File: config.mk
export PLATFORM = sky130hd
export DESIGN_NAME = imem_loader
export DESIGN_NICKNAME = d
export VERILOG_FILES = /design/src/rtl/imem_loader_pkg.sv /design/src/rtl/imem_word_pack.sv /design/src/rtl/imem_loader.sv
export SDC_FILE = /design/constraint.sdc
export NUM_CORES = 1
export LEC_CHECK = 0
export ABC_AREA = 0
export CAP_MARGIN = 10
export CELL_PAD_IN_SITES_DETAIL_PLACEMENT = 1
export CELL_PAD_IN_SITES_GLOBAL_PLACEMENT = 2
export CORE_AREA = 2 2 113 115
export DETAILED_ROUTE_END_ITERATION = 7
export DIE_AREA = 0 0 115 117
export PLACE_DENSITY = 0.86
export SYNTH_ARGS = -nofsm -noshare
export SYNTH_HDL_FRONTEND = slang
export SYNTH_SLANG_ARGS = --single-unit
export TNS_END_PERCENT = 20
File: constraint.sdc
create_clock -name clk -period 2 [get_ports clk]
set_input_delay 0.3 -clock clk [delete_from_list [all_inputs] [get_ports clk]]
set_output_delay 0.3 -clock clk [all_outputs]
set_load 0.005 [all_outputs]
File: src/rtl/imem_loader_pkg.sv
// imem_loader_pkg: shared state encoding and stream-format constants for the instruction-memory boot loader.
package imem_loader_pkg;
    typedef enum logic [2:0] {
        S_IDLE, S_LEN_HI, S_LEN_LO, S_DATA, S_CHECK, S_DONE, S_ERROR
    } state_e;
    localparam int HDR_BYTES      = 2;
    localparam int BYTES_PER_WORD = 4;
endpackage

File: src/rtl/imem_word_pack.sv
// imem_word_pack: big-endian 8->32 shift packer; word_valid fires combinationally with the 4th byte of each word.
module imem_word_pack
    import imem_loader_pkg::*;
(
    input  logic        clk,
    input  logic        rst,
    input  logic        clr,
    input  logic        in_valid,
    input  logic [7:0]  in_byte,
    output logic        word_valid,
    output logic [31:0] word
);
    logic [1:0]  cnt_q;
    logic [23:0] sh_q;

    assign word_valid = in_valid && (cnt_q == 2'(BYTES_PER_WORD - 1));
    assign word       = {sh_q, in_byte};

    always_ff @(posedge clk) begin
        if (!rst || clr) begin
            cnt_q <= '0;
            sh_q  <= '0;
        end else if (in_valid) begin
            cnt_q <= cnt_q + 2'd1;
            sh_q  <= {sh_q[15:0], in_byte};
        end
    end
endmodule

File: src/rtl/imem_loader.sv
// imem_loader: boot-time byte-stream loader writing big-endian words to instruction memory while holding the CPU.
// Define IMEM_LOADER_CHECKSUM_EN to require a trailing XOR checksum byte after the payload.
module imem_loader
    import imem_loader_pkg::*;
#(
    parameter int ADDR_W = 8,
    parameter int DEPTH  = 256
) (
    input  logic              clk,
    input  logic              rst,
    input  logic              start,
    input  logic              byte_valid,
    input  logic [7:0]        byte_data,
    output logic              byte_ready,
    output logic              imem_we,
    output logic [ADDR_W-1:0] imem_addr,
    output logic [31:0]       imem_wdata,
    output logic              cpu_hold,
    output logic              done,
    output logic              error
);
`ifdef IMEM_LOADER_CHECKSUM_EN
    localparam state_e S_FIN = S_CHECK;
    logic [7:0] xor_q;
`else
    localparam state_e S_FIN = S_DONE;
`endif
    state_e            state_q, state_d;
    logic [7:0]        len_hi_q;
    logic [15:0]       cnt_q;
    logic [ADDR_W-1:0] addr_q;
    logic [31:0]       wdata_q, word;
    logic              we_q, acc, restart, last_wr, wv;
    logic [15:0]       n;

    assign acc     = byte_valid && byte_ready;
    assign restart = start && (state_q == S_IDLE || state_q == S_DONE || state_q == S_ERROR);
    assign last_wr = we_q && (cnt_q == 16'd1);
    assign n       = {len_hi_q, byte_data};

    imem_word_pack u_pack (
        .clk        (clk),
        .rst        (rst),
        .clr        (restart),
        .in_valid   (acc && state_q == S_DATA),
        .in_byte    (byte_data),
        .word_valid (wv),
        .word       (word)
    );

    always_comb begin
        state_d    = state_q;
        byte_ready = 1'b0;
        case (state_q)
            S_IDLE, S_DONE, S_ERROR: if (start) state_d = S_LEN_HI;
            S_LEN_HI: begin
                byte_ready = 1'b1;
                if (byte_valid) state_d = S_LEN_LO;
            end
            S_LEN_LO: begin
                byte_ready = 1'b1;
                if (byte_valid) state_d = (n == '0) ? S_FIN : (n > 16'(DEPTH)) ? S_ERROR : S_DATA;
            end
            // Stall the stream for the final write so no byte past the payload is taken as data.
            S_DATA: begin
                byte_ready = !last_wr;
                if (last_wr) state_d = S_FIN;
            end
`ifdef IMEM_LOADER_CHECKSUM_EN
            S_CHECK: begin
                byte_ready = 1'b1;
                if (byte_valid) state_d = (byte_data == xor_q) ? S_DONE : S_ERROR;
            end
`endif
            default: state_d = S_IDLE;
        endcase
    end

    always_ff @(posedge clk) begin
        if (!rst) begin
            state_q  <= S_IDLE;
            len_hi_q <= '0;
            cnt_q    <= '0;
            addr_q   <= '0;
            wdata_q  <= '0;
            we_q     <= 1'b0;
        end else begin
            state_q <= state_d;
            we_q    <= wv;
            if (wv) wdata_q <= word;
            if (acc && state_q == S_LEN_HI) len_hi_q <= byte_data;
            if (restart) addr_q <= '0;
            else if (we_q) addr_q <= addr_q + 1'b1;
            if (restart) cnt_q <= '0;
            else if (acc && state_q == S_LEN_LO) cnt_q <= n;
            else if (we_q) cnt_q <= cnt_q - 16'd1;
        end
    end

`ifdef IMEM_LOADER_CHECKSUM_EN
    always_ff @(posedge clk) begin
        if (!rst || restart) xor_q <= '0;
        else if (acc && state_q == S_DATA) xor_q <= xor_q ^ byte_data;
    end
`endif

    assign imem_we    = we_q;
    assign imem_addr  = addr_q;
    assign imem_wdata = wdata_q;
    assign done       = (state_q == S_DONE);
    assign error      = (state_q == S_ERROR);
    assign cpu_hold   = (state_q != S_DONE);
endmodule

After elaboration in Yosys (flattened, before gate mapping). Index checks and enable logic that the tools add are counted.

$add $sub $neg: 3. $lt $le $gt $ge: 1. Eq/ne operators: 12. Muxes and demuxes: 10. Bitwise gates (word level): 1. Reductions and logical operators: 19.

Operator list (number): two-way mux 16 bit (2); two-way mux 3 bit (6); == test 16 x 1 -> 1 bit (second input constant) (1); greater-than comparator 16 x 9 -> 1 bit (second input constant) (1); logical NOT 16 bit (1); subtractor 16 x 1 -> 16 bit (second input constant) (1); one-hot mux 3 bit (4 select lines) (1); adder 8 x 1 -> 8 bit (second input constant) (1); inequality test 2 bit (second input constant) (4); logical AND 1 bit (7); == test 3 x 2 -> 1 bit (second input constant) (2); == test 3 bit (second input constant) (2); AND reduction 4 bit (1); OR reduction 2 bit (2); == test 3 x 1 -> 1 bit (second input constant) (1); logical NOT 3 bit (1); logical OR 1 bit (3); inequality test 3 bit (second input constant) (1); OR reduction 3 bit (1); adder 2 x 1 -> 2 bit (second input constant) (1); == test 2 bit (second input constant) (1); logical NOT 1 bit (2); one-hot mux 1 bit (2 select lines) (1); nonzero test 2 bit (1); NOT 1 bit (1).

Register bits after elaboration: 94. Bits of input ports: 12. Output and inout bits: 45.

Depth between registers and ports, before layout.
Depth after elaboration: 7. Mapped depth: 8. Gate-level depth less buffers: 7.

Modules after synthesis. From an unflattened synthesis, not the netlist that was laid out.

Cell total of the unflattened synthesis: 414. Area total of the unflattened synthesis: 4149.0 sq um.

By module, submodules not included: imem_loader (times used 1, cells an instance 319, area each 3101.7 sq um, sequential area each 1361.3 sq um); imem_word_pack (times used 1, cells an instance 95, area each 1047.3 sq um, sequential area each 520.5 sq um).

Least setup slack after synthesis. No wires, ideal clock.

Kind: reg-to-reg. Start point: reg cnt_q[1]. End point: reg u_pack.sh_q[10]. Library setup time: 0.128 ns. Arrival: 1.566 ns. Required time: 1.872 ns. Path slack: 0.307 ns. Stages on the path, launching flop included: 9. Buffers on the path: 2. Clock period less this slack: 1.693 ns. Cell sequence: dfxtp_1 inv_1 ha_1 and4b_1 a211oi_2 buf_4 buf_6 mux2i_1 nor2_1.

Longest elaborated chain between the ends: 6.

Ends and longest elaborated chain: start: declaration (line imem_loader.sv:30) `logic [15:0] cnt_q;`; start signal: assignment (line imem_loader.sv:95) `else if (acc && state_q == S_LEN_LO) cnt_q <= n;`; start signal: assignment (line imem_loader.sv:96) `else if (we_q) cnt_q <= cnt_q - 16'd1;`; == test 16 x 1 -> 1 bit (line imem_loader.sv:38) `assign last_wr = we_q && (cnt_q == 16'd1);`; logical AND 1 bit (line imem_loader.sv:38); logical NOT 1 bit (line imem_loader.sv:66) `byte_ready = !last_wr;`; one-hot mux 1 bit (2 select lines) (line imem_loader.sv:54) `case (state_q)`; logical AND 1 bit (line imem_loader.sv:36) `assign acc = byte_valid && byte_ready;`; logical AND 1 bit (line imem_loader.sv:45) `.in_valid (acc && state_q == S_DATA),`; end signal: assignment (line imem_word_pack.sv:25) `sh_q <= {sh_q[15:0], in_byte};`; end: declaration (line imem_word_pack.sv:14) `logic [23:0] sh_q;`.

No other way between the ends. A chain may end at the register's enable or synchronous reset.

Worst setup path after layout.
Start point: reg cnt_q[4]. End point: reg u_pack.sh_q[17].

The elaborated chain is that of the path after synthesis.

==> impl_metrics.env <==
export IMPL_outcome="finished, final reports clean"
export IMPL_antenna_found_initial=0
export IMPL_async_reset_ff_share_pct=0
export IMPL_setup_tns_ns=0
export IMPL_via_per_inst=5.100
export IMPL_grt_max_degree=37
export IMPL_tightestPinTransition_ns=0.5263
export IMPL_syn_avg_cell_area_um2=8.767
export IMPL_crit_type="flop to flop"
export IMPL_io_pins=57
export IMPL_ys_seq_elements=94
export IMPL_h_tree_depth=3
export IMPL_fp_dieW_um=115
export IMPL_cp_required_ns=2.25
export IMPL_gr_total_overflow=0
export IMPL_critPathArrivalTime_ns=2.19
export IMPL_synth_top_area_share_pct=47.18
export IMPL_period_share_pct=97.11
export IMPL_leakagePower_nw=2.017
export IMPL_dieArea_mm2=0.01346
export IMPL_dp_hpwl_um=7711
export IMPL_yosys_warnings=0
export IMPL_seq_area_frac_synth_pct=47.18
export IMPL_synth_edf_count=0
export IMPL_gp_congestion=0.7759
export IMPL_fin_cells=680
export IMPL_vdd_drop_max_uv=333.7
export IMPL_worstHoldPathType="primary input to flop"
export IMPL_synth_nets=471
export IMPL_drt_iter0_markers=146
export IMPL_pre_cts_ws_ns=-0.1137
export IMPL_maxSlewHeadroom_pct=64.47
export IMPL_powerDensity_mw_per_mm2=733.4
export IMPL_clkPwrFrac_pct=41.9
export IMPL_end_kind="flop"
export IMPL_synth_main_ff_cell="dfxtp_1"
export IMPL_utilization_pct=43.02
export IMPL_grt_usage_pct=17.26
export IMPL_finClkSkew_ns=0.008641
export IMPL_p_int_mw=2.879
export IMPL_row_count=41
export IMPL_grt_pass1_wl_um=18020
export IMPL_firstDrtPassIters=4
export IMPL_layout_setup_ws_ns=0.05778
export IMPL_rsz0062_at_grt="yes"
export IMPL_die_height_um=117
export IMPL_clockRootBuffer="clkbuf_16"
export IMPL_portBuffers=56
export IMPL_cts_tree="built"
export IMPL_wl_per_cell_um=16.58
export IMPL_antenna_cells=0
export IMPL_syn_cell_area_mm2=0.003989
export IMPL_netlist_instances=455
export IMPL_p_seq_share_pct=49.6
export IMPL_clk_pin_slew_ns=0.07
export IMPL_grt_pass1_vias=3515
export IMPL_start_util_pct=32.40
export IMPL_combPwrFrac_pct=8.5
export IMPL_clk_path_buf_depth=2
export IMPL_fin_crit_ns=1.942
export IMPL_hold_ws_ns=0.3620
export IMPL_insertion_delay_ns=0.35
export IMPL_place_inst=659
export IMPL_coreArea_mm2=0.01231
export IMPL_max_freq_mhz=514.9
export IMPL_synth_cell_types=47
export IMPL_switching_share_pct=25.88
export IMPL_drive_above_1_share_pct=15.28
export IMPL_setup_viol=0
export IMPL_post_route_cell_area_mm2=0.005296
export IMPL_synthToLayoutAreaGrowth_pct=32.78
export IMPL_cts_buffers=9
export IMPL_cap_violations=0
export IMPL_drc=0
export IMPL_placed_area_mm2=0.004878
export IMPL_vias=3468
export IMPL_postRouteAntennaNets=0
export IMPL_synthTopCellsByArea="dfxtp_1 (47%), nand3_1 (8.3%), mux2i_1 (6.8%)"
export IMPL_routed_wl_um=11280
export IMPL_crit_fanout=13
export IMPL_p_total_mw=3.884
export IMPL_cts_hold_fix_buffers=0
export IMPL_clock_sinks=94
export IMPL_nets=542
export IMPL_switching_power_mw=1.005
export IMPL_slew_violations=0
export IMPL_startpoint_type="flop"
export IMPL_finalHoldViolations=0
export IMPL_synth_largest_area_cell="dfxtp_1"
[power groups by stage]
stage	Combinational [mW]	Clock, mW	Sequential (mW)
5_1_grt	0.369	1.72	1.93
6_report	0.332	1.63	1.93
3_5_place_dp	0.327	0	1.97
4_1_cts	0.333	1.65	1.92
3_3_place_gp	0.318	0	1.96
2_1_floorplan	0.180	0	1.95
[per-layer routing]
metal	vias up	track usage (%)	wire, um
met5	-	0	0
met4	0	6.586	174
met3	12	4.325	447
met2	53	29.37	5608
met1	1691	21.13	5045
li1	1712	-	-
[cells by family after synthesis]
group                      after synthesis  synth area share [%]
buffers and inverters                   34                 3.921
AOI/OAI and AO/OA                       40                 7.372
DFF                                     94                 47.18
and+or+nand+nor                        231                 28.01
xor gates and xnor gates                25                 5.489
adders and majority gates                4                 1.255
muxes                                   27                 6.775
[synth_stat cells (2+ instances only)]
master and number:
a211oi_1 12, a21oi_1 5, nand4b_1 2, a21boi_0 8, nor3_1 6, nand3b_1 4
and3_1 3, o311ai_0 2, nand2b_1 2, xor2_1 16, xnor2_1 9, mux2i_1 27
nand4_1 3, dfxtp_1 94, nor2_1 62, and2_1 2, buf_6 2, nand3_1 66
o21ai_0 5, nor4_1 5, buf_1 5, inv_1 4, or3_1 2, clkbuf_1 14
nand2_1 61, ha_1 4, a211oi_2 3, buf_2 8
[area by class of cell]
type | instances | area (um^2)
clock buffer | 9 | 225.2
clock inverter | 6 | 47.55
fill | 1462 | 7015
inverter | 4 | 15.01
multi-input combinational | 327 | 2016
sequential | 94 | 1902
tap | 150 | 187.7
timing repair buffer | 90 | 903.4
[state kept, by name, summed over array words and instances (netlist names)]
register / cells
imem_addr: 8
imem_wdata: 32
u_pack.sh_q: 24
len_hi_q: 8
u_pack.cnt_q: 2
state_q: 3
cnt_q: 16
imem_we: 1
[worst max-delay path, stage by stage (launching register included)]
cell and delay (ns):
dfxtp_2 0.38, nor3_4 0.05, buf_4 0.13, buf_4 0.13, and4b_2 0.29, a211oi_4 0.21, buf_4 0.19, clkbuf_16 0.20
mux2i_1 0.20, nor2_1 0.06
[worst paths after layout]
check / startpoint / endpoint / slack (ns) / depth (start not counted)
min: rst / state_q[0]$_SDFFE_PN0P_ / 0.36 / 2
max reg2reg: cnt_q[4]$_SDFFE_PP0P_ / u_pack.sh_q[17]$_SDFFE_PP0P_ / 0.06 / 9
max: cnt_q[4]$_SDFFE_PP0P_ / u_pack.sh_q[17]$_SDFFE_PP0P_ / 0.06 / 9
min reg2reg: imem_wdata[18]$_SDFFE_PN0P_ / imem_wdata[18]$_SDFFE_PN0P_ / 0.45 / 2
[timing repair]
item                                    CTS  global route
pin swaps                                 5             5
resized for setup                        16            10
buffers inserted                          3             1
gates cloned                              0             2
endpoints found under the setup margin    3            30
hold endpoints to repair                  0             0
[placed cells by master (no fill, tap or decap), types with 8 or more instances in the layout]
master           instances
nand2_1                 61
xor2_1                  16
clkdlybuf4s50_1         54
a21boi_0                 8
dfxtp_1                 82
a211oi_1                12
mux2i_1                 27
buf_4                   27
dfxtp_2                 10
xnor2_1                  9
nand3_1                 66
nor2_1                  62
clkbuf_16               11
No activity file was read; power rests on OpenSTA's default activity.
==> RTL edit (same flow settings) <==
`ADDR_W`: 8 -> 10.
--- a/src/rtl/imem_loader.sv
+++ b/src/rtl/imem_loader.sv
@@ -3,7 +3,7 @@
 module imem_loader
     import imem_loader_pkg::*;
 #(
-    parameter int ADDR_W = 8,
+    parameter int ADDR_W = 10,
     parameter int DEPTH  = 256
 ) (
     input  logic              clk,
Ports: changed (resized imem_addr); port bits go from 57 to 59. The function was not compared with the original's and may differ.
==> RTL edit against the original RTL <==
Area after synthesis rose by 1.4%; clock skew barely moved; routed wire length fell by 2.0%; register-to-register slack got worse by 0.09 ns; critical endpoint is now byte_ready; cell area rose by 2.3%; cell count fell by 3.8%; global-route usage fell by 0.12 points; non-clock buffer count rose by 4; critical path depth fell by 5; the run now ends with setup timing left; sequential cell count rose by 2; worst setup slack got worse by 0.10 ns.
Power is not compared: it rests on default switching activity, and its combinational part moved more than twofold at a synthesized area within 25%.
==> RTL edit: results (changes against the original RTL) <==
| Metric | Value |
|---|---|
| Vias | `3223 (was 3468)` |
| FF-to-FF End | `state_q[2] (was u_pack.sh_q[17])` |
| Status | `finished, violations left (was complete, no violations)` |
| Worst R2R Setup Slack | `-0.03 ns (was 0.06 ns)` |
| Post-Synth Adder-Cell Area | `0.0124 (was 0.0125)` |
| Final net count | `515 (was 542)` |
| Worst hold path class | `flip-flop to flip-flop (was input pin to flip-flop)` |
| RePlAce Congestion | `0.778 (was 0.776)` |
| All-Layer GR Usage | `0.171 (was 0.173)` |
| Reg2Reg Depth | `6 (was 9)` |
| Setup repair bufs after CTS | `1 (was 3)` |
| Mapped Nets | `435 (was 471)` |
| DP Area | `5020 um^2 (was 4880 um^2)` |
| Largest net degree at the start of global routing | `53 (was 37)` |
| CP peak stage delay | `0.55 ns (was 0.38 ns)` |
| Compound-gate portion of the synthesized area | `0.0798 (was 0.0737)` |
| Final worst-path setup slack | `-0.0429 ns (was 0.0578 ns)` |
| Post-synthesis cell count | `419 (was 455)` |
| Multiplexer area fraction after synthesis | `0.146 (was 0.0678)` |
| Least-Margin Pin Slew | `0.730 ns (was 0.526 ns)` |
| Commonest cells in the netlist | `96 x dfxtp_1, 60 x nor2_1, 59 x mux2i_1, 37 x nor2b_1, 32 x nand2_1 (was 94 x dfxtp_1, 66 x nand3_1, 62 x nor2_1, 61 x nand2_1, 27 x mux2i_1)` |
| Failing checks | `setup timing` |
| Final-report setup violation count | `4 (was 0)` |
| XOR/XNOR Fraction of Synth Area | `0.0520 (was 0.0549)` |
| Worst Setup EP | `byte_ready (was u_pack.sh_q[17])` |
==> RTL edit: cell count changes after synthesis, sizes merged, moves of 5 or more <==
cell    change
buf        -10
mux2i      +32
xnor2       +5
nor2b      +36
nand3      -62
clkbuf      +5
nand2      -29
xor2        -6
==> RTL edit: per-layer routing <==
metal / wire length, um / track usage
met1: 5250 / 0.223
met2: 5280 / 0.285
met3: 374 / 0.0371
met4: 134 / 0.0554
met5: 0 / 0
==> RTL edit: logic make-up after synthesis <==
logic type / count (synthesis)
AND/OR/NAND/NOR: 164
XOR/XNOR: 24
buffers and inverters: 29
flip-flops: 96
adder cells (fa/ha/maj): 4
AO/OA/AOI/OAI: 43
multiplexers: 59
==> RTL edit: how the worst min path moves through the flow <==
stage	endpoint	depth (start not counted)	start	slack (ns)
after floorplan	cnt_q[1]	2	byte_data[1]	0.44
after global placement	len_hi_q[3]	2	len_hi_q[3]	0.47
after detailed placement	cnt_q[6]	2	cnt_q[6]	0.47
after CTS	cnt_q[6]	2	cnt_q[6]	0.49
after global routing	cnt_q[6]	2	cnt_q[6]	0.52
final	cnt_q[6]	2	cnt_q[6]	0.49
==> RTL edit: final cells by class <==
| type | instances | area (um^2) |
|---|---|---|
| Inverter | 4 | 15.0 |
| Clock buffer | 10 | 239 |
| Multi-Input combinational cell | 294 | 2080 |
| Clock inverter | 6 | 42.5 |
| Tap cell | 150 | 188 |
| Fill cell | 1391 | 6890 |
| Sequential cell | 96 | 1930 |
| Timing Repair Buffer | 94 | 930 |
==> RTL edit: where the power goes <==
| part | total, uW | internal [uW] | switching (uW) |
|---|---|---|---|
| sequential | 2090 | 2000 | 98.2 |
| combinational | 1050 | 481 | 565 |
| clock | 1640 | 882 | 761 |
